--- src/rtl/lcd_pixel_unpacker.sv ---
// lcd_pixel_unpacker
// Unpacks 64-bit pixel FIFO words (two 32-bit pixels each) into one 24-bit
// RGB pixel per enabled LCD tick. A two-word prefetch queue (head/tail)
// hides FIFO latency; an empty queue on an enabled tick outputs
// UNDERFLOW_COLOR.
// Optional feature macro: LCD_PIXEL_UNPACKER_UNDERFLOW_COUNT_EN
//   defined   -> 16-bit saturating underflow counter on underflow_count
//   undefined -> underflow_count tied to zero
module lcd_pixel_unpacker #(
  parameter logic [23:0] UNDERFLOW_COLOR = 24'h000000,
  parameter bit          LOW_PIXEL_FIRST = 1'b1
) (
  input  logic        clock,
  input  logic        reset,
  input  logic [63:0] fifo_read_data,
  output logic        fifo_read,
  input  logic        fifo_read_wait,
  input  logic        lcd_tick,
  input  logic        lcd_data_enable,
  output logic [7:0]  lcd_red,
  output logic [7:0]  lcd_green,
  output logic [7:0]  lcd_blue,
  output logic [15:0] underflow_count
);

  // Slots keep only the 24 colour bits of each pixel: {high pixel, low pixel}.
  logic [47:0] head_q, head_d;
  logic [47:0] tail_q, tail_d;
  logic [1:0]  count_q, count_d;
  logic        half_q, half_d;
  logic [23:0] pix_q, pix_d;

  logic        accept;
  logic        consume;
  logic        underflow;
  logic        pop;
  logic [1:0]  eff_count;
  logic        sel_hi;
  logic [47:0] word_in;
  logic        unused_bits;

  assign word_in     = {fifo_read_data[55:32], fifo_read_data[23:0]};
  assign unused_bits = ^{fifo_read_data[63:56], fifo_read_data[31:24]};

  // Read request depends only on registered queue occupancy (and reset).
  assign fifo_read = !reset && (count_q < 2'd2);
  assign accept    = fifo_read && !fifo_read_wait;
  assign consume   = lcd_tick && lcd_data_enable;
  assign underflow = consume && (count_q == 2'd0);
  assign pop       = consume && (count_q != 2'd0) && half_q;
  assign eff_count = count_q - {1'b0, pop};
  assign sel_hi    = LOW_PIXEL_FIRST ? half_q : !half_q;

  // Next-state for the queue, half selector and output pixel.
  always_comb begin
    head_d  = head_q;
    tail_d  = tail_q;
    count_d = count_q;
    half_d  = half_q;
    pix_d   = pix_q;
    if (consume) begin
      if (count_q != 2'd0) begin
        pix_d  = sel_hi ? head_q[47:24] : head_q[23:0];
        half_d = !half_q;
        if (half_q) begin
          head_d  = tail_q;
          count_d = count_q - 2'd1;
          half_d  = 1'b0;
        end
      end else begin
        pix_d = UNDERFLOW_COLOR;
      end
    end
    // A word accepted during an underflow tick only fills the queue; the
    // tick itself already took the underflow colour above.
    if (accept) begin
      if (eff_count == 2'd0) begin
        head_d = word_in;
      end else begin
        tail_d = word_in;
      end
      count_d = eff_count + 2'd1;
    end
  end

  // Queue and output registers with synchronous reset.
  always_ff @(posedge clock) begin
    if (reset) begin
      head_q  <= '0;
      tail_q  <= '0;
      count_q <= 2'd0;
      half_q  <= 1'b0;
      pix_q   <= '0;
    end else begin
      head_q  <= head_d;
      tail_q  <= tail_d;
      count_q <= count_d;
      half_q  <= half_d;
      pix_q   <= pix_d;
    end
  end

  assign lcd_red   = pix_q[7:0];
  assign lcd_green = pix_q[15:8];
  assign lcd_blue  = pix_q[23:16];

`ifdef LCD_PIXEL_UNPACKER_UNDERFLOW_COUNT_EN
  logic [15:0] uf_cnt_q, uf_cnt_d;

  assign uf_cnt_d = (underflow && (uf_cnt_q != 16'hFFFF)) ? uf_cnt_q + 16'd1 : uf_cnt_q;

  // Saturating underflow tick counter, cleared only by reset.
  always_ff @(posedge clock) begin
    if (reset) begin
      uf_cnt_q <= '0;
    end else begin
      uf_cnt_q <= uf_cnt_d;
    end
  end

  assign underflow_count = uf_cnt_q;
`else
  logic unused_underflow;
  assign unused_underflow = underflow;
  assign underflow_count  = 16'h0000;
`endif

endmodule

--- config.mk ---
export PLATFORM = sky130hd
export DESIGN_NAME = lcd_pixel_unpacker
export DESIGN_NICKNAME = d
export VERILOG_FILES = /design/src/rtl/lcd_pixel_unpacker.sv
export SDC_FILE = /design/constraint.sdc
export NUM_CORES = 1
export LEC_CHECK = 0
export CORE_ASPECT_RATIO = 1.25
export CORE_MARGIN = 10
export CORE_UTILIZATION = 40
export DETAILED_ROUTE_END_ITERATION = 8
export PLACE_DENSITY = 0.67
export SLEW_MARGIN = 40
export SYNTH_ARGS = -nofsm -noshare
export SYNTH_HDL_FRONTEND = slang
export SYNTH_SLANG_ARGS = --single-unit
export TNS_END_PERCENT = 50
--- constraint.sdc ---
create_clock -name clock -period 2.6 [get_ports clock]
set_input_delay 0.52 -clock clock [delete_from_list [all_inputs] [get_ports clock]]
set_output_delay 0.52 -clock clock [all_outputs]
set_load 0.05 [all_outputs]
==> Yosys cells after proc, flatten, opt, wreduce, memory -nomap -nowiden <==
Cells that the tools add are included.
{ "classes": {"addsub": 3, "magnitude_cmp": 1, "bitwise_logic": 1, "reduce_logical": 16, "muxes": 12} }
{ "ops": {"columns": ["operator", "n"], "rows": [
  ["2-to-1 mux 48 bit", 5],
  ["2-to-1 mux 24 bit", 2],
  ["2-to-1 mux 2 bit", 4],
  ["nonzero test 2 bit", 4],
  ["logical AND 1 bit", 5],
  ["AND reduction 2 bit", 2],
  ["logical NOT 1 bit", 3],
  ["AND reduction 3 bit", 1],
  ["adder 2 x 1 -> 2 bit (second input constant)", 1],
  ["logical NOT 2 bit", 1],
  ["< comparator 2 bit (second input constant)", 1],
  ["subtractor 2 x 1 -> 2 bit", 1],
  ["subtractor 2 x 1 -> 2 bit (second input constant)", 1],
  ["2-to-1 mux 1 bit", 1],
  ["NOT 1 bit", 1]
]} }
{ "word_totals": {"elab_cells": 38, "reg_bits": 123, "output_inout_bits": 41, "inputBits": 69} }

==> Depth between registers and ports, before layout <==
Gate-level depths: netlist of the first run.
{ "depth": {"ltp_word": 7, "ltp_mapped": 11, "mapped_depth_nobuf": 8} }

==> Worst setup path before layout of the first run <==
Ideal clock, no wire load.
{ "synth_timing": {"path_kind": "register to register", "startpoint": "register count_q[1]", "endpoint": "register tail_q[34]", "setup_slack_ns": -0.031, "arrival_ns": 2.499, "setup_ns": 0.132, "synth_period_minus_slack_ns": 2.631, "required_ns": 2.468, "path_stages_with_launch": 12, "path_buffers": 3, "path_cell_list": "dfxtp_1 -> inv_1 -> ha_1 -> nand4b_1 -> clkinv_1 -> clkbuf_1 -> ha_1 -> or4_1 -> clkbuf_1 -> buf_2 -> nand2_1 -> a21oi_1"} }
{ "synth_via": {"elab_chain_cells": 7, "elab_cells_between_ends": 10, "classes_between": "1 x add/sub; 1 x order compare; 1 x bitwise; 7 x reduce/logical"} }
{ "synth_rtl": {"columns": ["element", "line_no", "rtl"], "rows": [
  ["start: declaration", "29", "logic [1:0] count_q, count_d;"],
  ["start signal: assignment", "97", "count_q <= count_d;"],
  ["nonzero test 2 bit", "50", "assign pop = consume && (count_q != 2'd0) && half_q;"],
  ["logical AND 1 bit (2 in a row)", "50", null],
  ["subtractor 2 x 1 -> 2 bit", "51", "assign eff_count = count_q - {1'b0, pop};"],
  ["logical NOT 2 bit", "77", "if (eff_count == 2'd0) begin"],
  ["NOT 1 bit (no source line)", null, null],
  ["AND reduction 2 bit (no source line) *", null, null],
  ["end signal: assignment", "96", "tail_q <= tail_d;"],
  ["end: declaration", "28", "logic [47:0] tail_q, tail_d;"]
]} }
Mark *: on every way between the ends. The rest lies on a longest branch, timed or not.
A chain may end at the register's enable or synchronous reset.

==> Final worst setup path of the first run <==
{ "layout_timing": {"startpoint": "register count_q[1]", "endpoint": "register head_q[45]"} }
{ "layout_via": {"elab_chain_cells": 7, "elab_cells_between_ends": 12, "classes_between": "1 x add/sub; 1 x order compare; 4 x mux; 6 x reduce/logical"} }
{ "layout_rtl": {"columns": ["element", "line_no", "rtl"], "rows": [
  ["nonzero test 2 bit", "50, 62", null],
  ["logical AND 1 bit (2 in a row)", "50", null],
  ["subtractor 2 x 1 -> 2 bit", "51", null],
  ["logical NOT 2 bit", "77", null],
  ["2-to-1 mux 48 bit", "77", null],
  ["2-to-1 mux 48 bit *", "76", "if (accept) begin"],
  ["end signal: assignment", "89", "head_q <= '0;"],
  ["end signal: assignment", "95", "head_q <= head_d;"],
  ["end: declaration", "27", "logic [47:0] head_q, head_d;"]
]} }
Marks and branches as above.

==> summary.json, run 1 <==
{
  "layout.nets": 751,
  "antenna_left": 0,
  "ctsLongestPathBuffers": 2,
  "synth_edf_count": 0,
  "h_tree_level_count": 4,
  "critical_path.endpoint_type": "flop",
  "dr.pass1.iters": 5,
  "min_period_over_period_pct": 87.6,
  "tritoncts.num_buffers": 17,
  "die-height_um": 149,
  "power_density_nw_per_um2": 745,
  "min-delay-path-class": "flop to flop",
  "detailroute.via_count": 4552,
  "cp_max_fo": 34,
  "rr_endpoint": "head_q[45]",
  "floorplan.die_area_um2": 18400,
  "fin_area_um2": 6820,
  "finalHoldViolations": 0,
  "slew_viol_final": 0,
  "wire_per_inst_um": 16.8,
  "post_route_total_power_uw": 5080,
  "fp-row-count": 47,
  "netlist-cell-type-count": 28,
  "post_synthesis_cells": 625,
  "yosys_warnings": 0,
  "vdd_drop_max_v": 0.000380,
  "max_freq_mhz": 439,
  "grt_pass1_wl_mm": 22.8,
  "actual_transition_at_the_worst_max_transition_pin_ns": 0.619,
  "viasPerCell": 5.27,
  "placed_area_um2": 6200,
  "gr_usage_total_pct": 15.8,
  "mappedNetlistArea_um2": 5350,
  "post-cts-setup-buffer-count": 0,
  "relSlewSlack_pct": 58.8,
  "hold_end": "tail_q[3]",
  "worst_setup_hold_path_clk_slew_ns": 0.06,
  "port_buffers": 77,
  "floorplan.io_pins": 110,
  "grt_max_degree": 95,
  "clock_skew_ns": 0.00989,
  "core-area_um2": 13200,
  "reg2regPathDepth": 9,
  "setup_violations": 0,
  "synth-seq-area-share_pct": 46.0,
  "run_status": "finished clean",
  "die_width_um": 123,
  "grt-ovfl-total": 0,
  "hp-start": "tail_q[3]",
  "num-fill-cells": 1247,
  "wirelength_mm": 14.5,
  "synth.avg_cell_area_um2": 8.57,
  "areaGrowthSynthToFinish_pct": 27.4,
  "drive_above_1_share_pct": 16.2,
  "number_of_antenna_violations_at_the_first_check_in_global_routing": 0,
  "synth-main-ff-cell": "dfxtp_1",
  "min_path_cells": 2,
  "finalCriticalPeriod_ns": 2.28,
  "drt_iter0_markers": 412,
  "leak_uw": 0.00237,
  "diodes_inserted": 0,
  "initial_util_pct": 40.6,
  "tritoncts": "yes",
  "async_flop_share_pct": 0,
  "critical_path.startpoint_type": "flop",
  "grt_pass1_vias": 4422,
  "clock-sinks": 123,
  "critical_path.reg2reg.startpoint": "count_q[1]",
  "grt_setup_unrepaired": "false",
  "half_perimeter_wire_length_after_detailed_placement_mm": 9.35,
  "clockRootBuffer": "clkbuf_16",
  "clock_latency_ns": 0.41,
  "cts_resized": 0,
  "criticalPathCategory": "flop to flop",
  "place_congestion": 0.767,
  "cts-hold-fix-buffers": 0,
  "setup.reg_to_reg.worst_slack_ns": 0.32,
  "critical_path_arrival_ns": 2.56,
  "cap_violations": 0,
  "critPathRequiredTime_ns": 2.88,
  "synth-seq-cells": 123,
  "drc": 0
}
## layer usage
layer	wire length, um	global-route usage [%]	vias to the layer above
li1	-	-	2209
met5	0	0	-
met1	5760	17.3	2184
met3	823	3.90	29
met2	7410	26.8	130
met4	488	9.39	0
## stage by stage
stage               worst slack, ns  instances  hold WS (ns)  util [%]  TNS [ns]
floorplan                    0.0887        640         0.437         -         0
global placement             0.0119        832         0.442      47.0         0
detailed placement          -0.0389        832         0.447      47.0    -0.984
CTS                           0.316        863         0.454      51.8         0
global route                  0.149        863         0.469      51.8         0
finish                        0.323        863         0.452      51.8         0
## critical path: stages, from the launching register on
cell and delay [ns]:
dfxtp_1 0.36, inv_1 0.10, ha_1 0.15, nand4b_1 0.13, clkinv_1 0.10, ha_1 0.32
or4b_4 0.54, buf_12 0.21, nor2_1 0.15, a311oi_2 0.07
## report_power, final
group	switching [uW]	total (uW)	internal (uW)
Combinational	330	573	242
Sequential	55.2	2030	1980
Clock	830	2480	1650
Total	1220	5080	3870
## cells in the final DEF, fill, tap and decap left out, types with 3 or more instances in the layout
| cell | count |
|---|---|
| a21oi_1 | 48 |
| a22oi_1 | 24 |
| a311oi_1 | 9 |
| a311oi_2 | 40 |
| buf_12 | 6 |
| buf_4 | 9 |
| bufinv_16 | 4 |
| clkbuf_16 | 17 |
| clkdlybuf4s50_1 | 75 |
| clkinv_2 | 3 |
| conb_1 | 16 |
| dfxtp_1 | 123 |
| mux2_2 | 24 |
| nand2_1 | 195 |
| nor2_1 | 75 |
## cell type report
class | count | area, um^2 | share of cell area [%]
multi-input combinational | 445 | 2570 | 37.7
sequential | 123 | 2460 | 36.1
timing repair buffer | 90 | 938 | 13.8
clock buffer | 20 | 457 | 6.69
tap | 171 | 214 | 3.14
clock inverter | 11 | 168 | 2.46
inverter | 3 | 11.3 | 0.165
## flip-flops by register name, indices dropped and copies added, names as in the netlist
name,cells
pix_q,24
half_q,1
tail_q,48
head_q,48
count_q,2
## synth_stat cells (2+ instances only)
cell type	instances	share of area (%)
mux2_2	24	5.0
xnor2_1	2	0.33
buf_2	9	0.84
buf_6	6	1.3
a311oi_2	40	11
dfxtp_1	123	46
clkbuf_1	36	2.5
ha_1	2	0.47
buf_4	16	2.2
nand2_1	195	14
a22oi_1	24	3.4
buf_1	2	0.14
nor2_1	75	5.3
a311oi_1	9	1.5
a21oi_1	48	4.5
inv_1	2	0.14
## cells by family after synthesis
group | after synthesis | synth area share, %
buffers and inverters | 72 | 7.22
other | 1 | 0.0700
multiplexers | 24 | 5.05
flip-flops | 123 | 46.0
AO/OA/AOI/OAI | 123 | 20.8
adder cells (fa/ha/maj) | 2 | 0.467
XOR/XNOR | 2 | 0.327
AND/OR/NAND/NOR | 278 | 20.1
## worst max-delay path by stage
stage               startpoint         end  slack, ns  cells after the start
3_5_place_dp   lcd_data_enable  head_q[15]      -0.04                      8
6_report            count_q[1]  head_q[45]       0.32                      9
3_3_place_gp          lcd_tick  head_q[46]       0.01                      8
4_1_cts             count_q[1]  head_q[45]       0.32                      9
2_1_floorplan       count_q[1]  tail_q[34]       0.09                     11
5_1_grt             count_q[1]  tail_q[34]       0.15                     10
(Power assumes the default switching activity.)
==> run 2: changes to the inputs <==
Settings changed: CTS_CLUSTER_SIZE set to 20.
==> results of run 2 <==
Final layout, timing and power as in run 1 (identical DEF).
==> run 3: changes to the inputs <==
--- a/config.mk
+++ b/config.mk
@@ -9,6 +9,6 @@
 export CORE_MARGIN = 10
-export CORE_UTILIZATION = 40
+export CORE_UTILIZATION = 46
 export CTS_CLUSTER_SIZE = 20
 export DETAILED_ROUTE_END_ITERATION = 8
-export PLACE_DENSITY = 0.67
+export PLACE_DENSITY = 0.76
 export SLEW_MARGIN = 40
==> constraint.sdc (replaced) <==
create_clock -name clock -period 2.6 [get_ports clock]
set_input_delay 0.26 -clock clock [delete_from_list [all_inputs] [get_ports clock]]
set_output_delay 0.26 -clock clock [all_outputs]
set_load 0.05 [all_outputs]
==> summary.json, run 3 (synthesis results as in run 1) <==
{
  "cap_violations": {"value": 0, "change": "unchanged"},
  "tritoncts": "yes",
  "actual_transition_at_the_worst_max_transition_pin": {"value": 0.828, "unit": "ns", "change": "+0.209 ns"},
  "leak": {"value": 0.00233, "unit": "uW", "change": "-1.6%"},
  "grt-ovfl-total": {"value": 0, "change": "unchanged"},
  "setup_violations": {"value": 0, "change": "unchanged"},
  "detailroute.via_count": {"value": 4659, "change": "+2.4%"},
  "die_width": {"value": 116, "unit": "um", "change": "-5.7%"},
  "grt_pass1_vias": {"value": 4531, "change": "+2.5%"},
  "drt_iter0_markers": {"value": 358, "change": "-13%"},
  "hold_end": "pix_q[20]",
  "relSlewSlack": {"value": 44.8, "unit": "%", "change": "-14 points"},
  "ctsLongestPathBuffers": {"value": 2, "change": "unchanged"},
  "vdd_drop_max": {"value": 0.000508, "unit": "V", "change": "+34%"},
  "clockRootBuffer": "clkbuf_16",
  "postLayoutSetupSlackWorst": {"value": 0.144, "unit": "ns", "change": "-0.180 ns"},
  "clock-sinks": {"value": 123, "change": "unchanged"},
  "port_buffers": {"value": 77, "change": "unchanged"},
  "die-height": {"value": 141, "unit": "um", "change": "-5.8%"},
  "place_congestion": {"value": 0.765, "change": "-0.21%"},
  "fin_area": {"value": 6700, "unit": "um^2", "change": "-1.7%"},
  "finalCriticalPeriod": {"value": 2.46, "unit": "ns", "change": "+0.180 ns"},
  "grt_setup_unrepaired": "false",
  "critPathRequiredTime": {"value": 2.85, "unit": "ns", "change": "-0.03 ns"},
  "most-common-layout-cells": "nand2_1 (195), dfxtp_1 (123), clkdlybuf4s50_1 (76)",
  "slew_viol_final": {"value": 0, "change": "unchanged"},
  "clock_latency": {"value": 0.41, "unit": "ns", "change": "about the same"},
  "reg_top3": "head_q: 48 flops, tail_q: 48 flops, pix_q: 24 flops",
  "critical_path.reg2reg.startpoint": "count_q[1]",
  "viasPerCell": {"value": 5.63, "change": "+6.8%"},
  "grt_pass1_wl": {"value": 23.1, "unit": "mm", "change": "+1.7%"},
  "num-fill-cells": {"value": 973, "change": "-22%"},
  "setup_tns": {"value": 0, "unit": "ns", "change": "unchanged"},
  "worst_setup_hold_path_clk_slew": {"value": 0.05, "unit": "ns", "change": "about the same"},
  "min-delay-path-class": "input port to flop",
  "reg2regPathDepth": {"value": 9, "change": "unchanged"},
  "cp_max_fo": {"value": 48, "change": "+41%"},
  "critical_path_arrival": {"value": 2.71, "unit": "ns", "change": "+0.15 ns"},
  "setup.reg_to_reg.worst_slack": {"value": 0.14, "unit": "ns", "change": "-0.18 ns"},
  "hp-start": "reset",
  "h_tree_level_count": {"value": 4, "change": "unchanged"},
  "crit_path_start": "count_q[1]",
  "wirelength": {"value": 15.1, "unit": "mm", "change": "+4.6%"},
  "drc": {"value": 0, "change": "unchanged"},
  "areaGrowthSynthToFinish_pct": 25.2,
  "placed_area": {"value": 6100, "unit": "um^2", "change": "-1.6%"},
  "rr_endpoint": "head_q[14]",
  "final_cells": {"value": 827, "change": "-4.2%"},
  "power_density": {"value": 717, "unit": "nW/um^2", "change": "-3.7%"},
  "dr.pass1.iters": {"value": 5, "change": "unchanged"},
  "core-area": {"value": 11500, "unit": "um^2", "change": "-13%"},
  "diodes_inserted": {"value": 0, "change": "unchanged"},
  "initial_util": {"value": 46.5, "unit": "%", "change": "+5.9 points"},
  "drive_above_1_share": {"value": 16.4, "unit": "%", "change": "+0.22 points"},
  "finalHoldViolations": {"value": 0, "change": "unchanged"},
  "fp-row-count": {"value": 44, "change": "-6.4%"},
  "layout_commonest_cell": "nand2_1",
  "floorplan.io_pins": {"value": 110, "change": "unchanged"},
  "max_freq": {"value": 407, "unit": "MHz", "change": "-7.3%"},
  "number_of_antenna_violations_at_the_first_check_in_global_routing": {"value": 0, "change": "unchanged"},
  "half_perimeter_wire_length_after_detailed_placement": {"value": 8.94, "unit": "mm", "change": "-4.4%"},
  "wire_per_inst": {"value": 18.3, "unit": "um", "change": "+9.1%"},
  "gr_usage_total": {"value": 17.8, "unit": "%", "change": "+2.0 points"},
  "layout.nets": {"value": 750, "change": "-0.13%"},
  "critical_path.startpoint_type": "flop",
  "antenna_left": {"value": 0, "change": "unchanged"},
  "criticalPathCategory": "flop to flop",
  "dp.cells": {"value": 796, "change": "-4.3%"},
  "grt_max_degree": {"value": 97, "change": "+2.1%"},
  "min_path_cells": {"value": 2, "change": "unchanged"},
  "critical_path.endpoint_type": "flop",
  "tritoncts.num_buffers": {"value": 17, "change": "unchanged"},
  "post-place-ws": {"value": 0.0591, "unit": "ns", "change": "+0.0980 ns"},
  "floorplan.die_area": {"value": 16400, "unit": "um^2", "change": "-11%"},
  "min_period_over_period": {"value": 94.5, "unit": "%", "change": "+6.9 points"},
  "clock_skew": {"value": 0.00656, "unit": "ns", "change": "-0.00333 ns"},
  "run_status": "finished clean",
  "cts-hold-fix-buffers": {"value": 0, "change": "unchanged"}
}
[run 3: changes by cell type in the layout (fill, tap and decap cells not counted), moves of 2 or more]
cell       before  now
bufinv_16       4    2
nor2_2          0    3
nor2_1         75   72
clkinv_2        3    7
buf_12          6    2
[run 3: worst max path at each step]
stage,to,slack (ns)
floorplan,tail_q[34],0.09
global placement,head_q[23],0.14
detailed placement,head_q[15],0.06
CTS,head_q[11],0.14
global route,head_q[14],0.01
finish,head_q[14],0.14
[run 3: per-layer routing]
| layer | up-vias | wire length [um] | track usage [%] |
|---|---|---|---|
| li1 | 2198 | - | - |
| met1 | 2251 | 5730 | 19.0 |
| met2 | 175 | 8010 | 31.6 |
| met3 | 35 | 909 | 4.33 |
| met4 | 0 | 494 | 8.91 |
| met5 | - | 0 | 0 |
[run 3: worst max-delay path, cell delays in order, from the launching register on]
cell and delay (ns):
dfxtp_1 0.36, inv_1 0.09, ha_1 0.15, nand4b_1 0.14, clkinv_1 0.11, ha_2 0.40, or4b_4 0.56, buf_16 0.23
nor2_1 0.17, a311oi_2 0.07
[run 3: repair_timing]
action / 4_1_cts / 5_1_grt
endpoints found under the hold margin: 0 / 0
gates resized for setup: 0 / 6
setup buffers: 0 / 0
endpoints found under the setup margin: 0 / 32
[run 3: layout make-up]
cell class              count  area (um^2)  share of cell area [%]
multi-input cells         445         2590                    38.6
flip-flops and latches    123         2460                    36.7
repair buffers             89          925                    13.8
clock buffers              19          443                    6.61
well taps                 138          173                    2.58
clock inverters            10          103                    1.53
inverters                   3         11.3                   0.168
[run 3: per-stage QoR]
| step | hold slack [ns] | util, % | power, uW |
|---|---|---|---|
| floorplan | 0.396 | - | 2460 |
| global placement | 0.442 | 53.0 | 2610 |
| detailed placement | 0.448 | 53.0 | 2620 |
| CTS | 0.110 | 57.7 | 4810 |
| global route | 0.132 | 58.3 | 4970 |
| finish | 0.130 | 58.3 | 4810 |
[run 3: where the power goes]
group,internal (uW),switching (uW)
clock,1400,791
combinational,240,343
sequential,1980,53.0
total,3620,1190
